==> src/rtl/eth_axis_broadcast.sv <==
// One-beat registered AXI-Stream broadcaster: copies one packet stream to two sinks
// with an independent valid/ready handshake per sink and frame-boundary enables.
module eth_axis_broadcast #(
  parameter int unsigned DATA_W = 64,
  parameter int unsigned CNT_W  = 32
) (
  input  logic                clk,
  input  logic                rst_n,
  input  logic [DATA_W-1:0]   s_tdata,
  input  logic [DATA_W/8-1:0] s_tkeep,
  input  logic                s_tlast,
  input  logic                s_tvalid,
  output logic                s_tready,
  input  logic                en0,
  input  logic                en1,
  output logic [DATA_W-1:0]   m_tdata,
  output logic [DATA_W/8-1:0] m_tkeep,
  output logic                m_tlast,
  output logic                m0_tvalid,
  output logic                m1_tvalid,
  input  logic                m0_tready,
  input  logic                m1_tready,
  output logic [CNT_W-1:0]    frame_cnt0,
  output logic [CNT_W-1:0]    frame_cnt1,
  output logic [CNT_W-1:0]    drop_cnt
);

  localparam int unsigned KEEP_W = DATA_W / 8;

  logic pend0, pend1, in_frame, fen0, fen1;
  logic full, done0, done1, retire;
  logic in_hs, use0, use1, out_hs0, out_hs1;

  // Sink handshake bookkeeping; a sink already served counts as done.
  always_comb begin
    full    = pend0 | pend1;
    done0   = ~pend0 | m0_tready;
    done1   = ~pend1 | m1_tready;
    retire  = done0 & done1;
    in_hs   = s_tvalid & s_tready;
    use0    = in_frame ? fen0 : en0;
    use1    = in_frame ? fen1 : en1;
    out_hs0 = pend0 & m0_tready;
    out_hs1 = pend1 & m1_tready;
  end

  // Combinational path from the sink readies to s_tready is deliberate.
  assign s_tready  = rst_n & (~full | retire);
  assign m0_tvalid = pend0;
  assign m1_tvalid = pend1;

  // Holding register and per-sink pending flags.
  always_ff @(posedge clk or negedge rst_n) begin
    if (!rst_n) begin
      m_tdata <= '0;
      m_tkeep <= KEEP_W'(0);
      m_tlast <= 1'b0;
      pend0   <= 1'b0;
      pend1   <= 1'b0;
    end else if (in_hs) begin
      // Beats with no enabled sink never touch the register.
      if (use0 | use1) begin
        m_tdata <= s_tdata;
        m_tkeep <= s_tkeep;
        m_tlast <= s_tlast;
      end
      pend0 <= use0;
      pend1 <= use1;
    end else begin
      if (out_hs0) pend0 <= 1'b0;
      if (out_hs1) pend1 <= 1'b0;
    end
  end

  // Frame tracking: enables are frozen from the first beat of each frame.
  always_ff @(posedge clk or negedge rst_n) begin
    if (!rst_n) begin
      in_frame <= 1'b0;
      fen0     <= 1'b0;
      fen1     <= 1'b0;
    end else if (in_hs) begin
      in_frame <= ~s_tlast;
      if (!in_frame) begin
        fen0 <= en0;
        fen1 <= en1;
      end
    end
  end

  // Frame and drop counters, wrapping naturally.
  always_ff @(posedge clk or negedge rst_n) begin
    if (!rst_n) begin
      frame_cnt0 <= '0;
      frame_cnt1 <= '0;
      drop_cnt   <= '0;
    end else begin
      if (out_hs0 && m_tlast) frame_cnt0 <= frame_cnt0 + CNT_W'(1);
      if (out_hs1 && m_tlast) frame_cnt1 <= frame_cnt1 + CNT_W'(1);
      if (in_hs && !use0 && !use1 && s_tlast) drop_cnt <= drop_cnt + CNT_W'(1);
    end
  end

endmodule

==> config.mk <==
export PLATFORM = sky130hd
export DESIGN_NAME = eth_axis_broadcast
export DESIGN_NICKNAME = d
export VERILOG_FILES = /design/src/rtl/eth_axis_broadcast.sv
export SDC_FILE = /design/constraint.sdc
export NUM_CORES = 1
export LEC_CHECK = 0
export ABC_AREA = 1
export CAP_MARGIN = 30
export CORE_ASPECT_RATIO = 1.5
export CORE_MARGIN = 2
export CORE_UTILIZATION = 45
export CTS_BUF_LIST = sky130_fd_sc_hd__clkbuf_4
export CTS_CLUSTER_SIZE = 12
export DETAILED_ROUTE_END_ITERATION = 8
export PLACE_DENSITY = 0.79
export SYNTH_ARGS = -nofsm -noshare
export SYNTH_HDL_FRONTEND = slang
export SYNTH_SLANG_ARGS = --single-unit
==> constraint.sdc <==
create_clock -name clk -period 1.3 [get_ports clk]
set_input_delay 0.195 -clock clk [delete_from_list [all_inputs] [get_ports clk]]
set_output_delay 0.195 -clock clk [all_outputs]
set_load 0.02 [all_outputs]
==> impl_metrics.json <==
{
  "status": "finished with violations",
  "violations": "DRC, setup timing",
  "slew_violations": 0,
  "grt_max_degree": 90,
  "rows": 62,
  "ys_ff_latch": 174,
  "synth_warnings": 0,
  "synth_top_cell_by_area": "dfrtp_1",
  "syn_inst": 1113,
  "routed_via_density": 5.49,
  "timing.final.ws_setup_ns": -0.511,
  "critPathCaptureType": "register",
  "synth_edf_count": 0,
  "reg2reg_from": "frame_cnt1[0]",
  "grt_pass1_wl_um": 49600,
  "grtUsageTotal_pct": 30.2,
  "dr.pass1.iters": 9,
  "postPlaceCellArea_mm2": 0.0127,
  "synth.most_common_cell": "nand2_1",
  "cts_sinks": 174,
  "cp.arrival_ns": 2.34,
  "worstSkewPairLatency_ns": 0.61,
  "antenna_left": 0,
  "area_growth_pct": 73.3,
  "hold_viol_final": 0,
  "numPortBuffers": 251,
  "ios": 252,
  "drtIter0Drc": 1304,
  "synth.area.top_cells": "dfrtp_1 (50%), nand2_1 (20%), nand3_1 (6.8%)",
  "die_w_um": 118,
  "reg2reg_depth": 8,
  "routedWlPerCell_um": 19.3,
  "synthArstFlopShare_pct": 100,
  "synth_seq_area_share_pct": 49.9,
  "r2r_end": "frame_cnt1[23]",
  "die_h_um": 174,
  "initial_core_util_pct": 45.7,
  "critPathRequiredTime_ns": 1.83,
  "wl_um": 37100,
  "cts_tree": "done",
  "synth.distinct_cells": 31,
  "tns_ns": -62.45,
  "syn_area_per_cell_um2": 7.83,
  "ir_worst_vdd_mv": 1.26,
  "period_needed_ns": 1.81,
  "coreArea_mm2": 0.0191,
  "worstMarginPinSlew_ns": 0.496,
  "synth.net_count": 1196,
  "place_congestion": 0.942,
  "yosys_most_used_dff": "dfrtp_1",
  "drc_errors": 2,
  "critPathLaunchType": "register",
  "crit_fanout": 3,
  "final_layout_size_suffix_gt1_share_pct": 40.9,
  "hold_depth": 3,
  "p_per_area_mw_per_mm2": 1410,
  "critPathKind": "register to register",
  "overflow": 0,
  "antenna_found_initial": 1,
  "hp-class": "input pin to register",
  "cts_buffer_depth": 2,
  "setup_viol": 342,
  "cts_root_buffer": "clkbuf_4",
  "leakagePower_nw": 7.60,
  "finalInstanceArea_mm2": 0.0151,
  "relSlewSlack_pct": 66.7,
  "period_share_pct": 139,
  "r2r_slack_ns": -0.51,
  "vias": 10500,
  "synth_common_cells": "nand2_1 (458), dfrtp_1 (174), nand3_1 (118)",
  "min_delay_worst_endpoint": "m_tdata[28]",
  "dieArea_mm2": 0.0205,
  "max_freq_ghz": 0.552,
  "drv_cap": 0,
  "dp_slack_ns": -0.550,
  "path_clk_slew_ns": 0.19,
  "hold_start": "s_tdata[28]",
  "synth_area_mm2": 0.00872,
  "htreeDepth": 4,
  "hpwlAfterDp_um": 19100,
  "layout.nets": 1733,
  "numCtsBuffers": 17,
  "fin_worst_skew_ns": 0.0379,
  "rsz0062_at_grt": "yes",
  "synth_top_area_share_pct": 49.9,
  "grt_pass1_vias": 9879
}
## worst max-delay path, cell delays in order, from the launching register on
cell and delay [ns]:
dfrtp_2 0.47, buf_6 0.14, inv_1 0.06, nor2_2 0.18, nand2_2 0.14, nor3_4 0.28
buf_4 0.17, nand4_1 0.07, nand2_1 0.21
## stage by stage
stage          hold WS [ns]  util [%]  total power, W  std cells
5_1_grt               0.124      79.1          0.0222       1920
4_1_cts               0.100      74.8          0.0206       1876
3_3_place_gp          0.308      66.7          0.0161       1726
6_report              0.141      79.1          0.0212       1920
3_5_place_dp          0.313      66.7          0.0163       1726
2_1_floorplan        -0.101         -          0.0116       1113
## placed cells by master, fill, tap and decap left out, drive strengths merged
master,synthesis,layout
buf,25,465
clkbuf,4,19
clkdlybuf4s50,0,78
clkinv,0,10
clkinvlp,0,2
dfrtp,174,174
diode,0,1
dlygate4sd3,0,1
ha,3,3
inv,85,88
nand2,462,462
nand3,125,125
nand3b,13,13
nand4,19,19
nor2,119,120
nor3,13,13
nor3b,1,1
o21a,1,1
o21ai,17,17
or2,2,2
xnor2,19,19
xor2,31,31
## cell type report
type | instances | area, µm²
diodes | 1 | 2.50
clock buffers | 17 | 128
clock inverters | 15 | 97.6
fillers | 1121 | 3980
inverters | 85 | 319
multi-input cells | 826 | 4470
flip-flops and latches | 174 | 4400
well taps | 256 | 320
repair buffers | 546 | 5360
## per-layer routing
layer | vias up | GRT usage (%) | part of all wire [%]
met3 | 306 | 5.97 | 8.7
li1 | 4566 | - | -
met5 | - | 0 | 0
met2 | 773 | 54.2 | 49
met1 | 4898 | 34.3 | 34
met4 | 0 | 14.4 | 8.3
## power by group
group / leakage, nW / total, W / switching [W] / internal [W]
Sequential: 2.21 / 0.00798 / 0.00119 / 0.00680
Clock: 0.122 / 0.00282 / 0.00207 / 0.000744
Combinational: 5.27 / 0.0104 / 0.00520 / 0.00523
## how the worst max path moves through the flow
stage | to | from | slack, ns | cells past startpoint
after floorplan | frame_cnt0[26] | frame_cnt0[1] | -0.12 | 8
after global placement | s_tready | m1_tready | -0.53 | 6
after detailed placement | s_tready | m1_tready | -0.55 | 6
after CTS | s_tready | m1_tvalid | -0.32 | 4
after global routing | frame_cnt1[31] | frame_cnt1[22] | -0.61 | 8
final | frame_cnt1[23] | frame_cnt1[0] | -0.51 | 8
## state kept, by name, summed over array words and instances (netlist names)
signal,count
drop_cnt,32
fen0,1
fen1,1
frame_cnt0,32
frame_cnt1,32
in_frame,1
m0_tvalid,1
m1_tvalid,1
m_tdata,64
m_tkeep,8
m_tlast,1
## cell families after synthesis
logic type	after synthesis	share of synthesized area (%)
simple gates	754	38.0
compound gates	18	1.06
fa+ha+maj	3	0.431
xor+xnor	50	5.11
flops	174	49.9
buf+inv	114	5.45
## repair_timing
| item | CTS | global route |
|---|---|---|
| buffers inserted | 115 | 41 |
| pin swaps | 17 | 58 |
| hold endpoints to repair | 88 | 0 |
| resized for setup | 1085 | 138 |
| cloned | 2 | 3 |
| setup endpoints to repair | 325 | 338 |
| hold buffers | 1 | 0 |
Power figures use the tool's default switching activity.
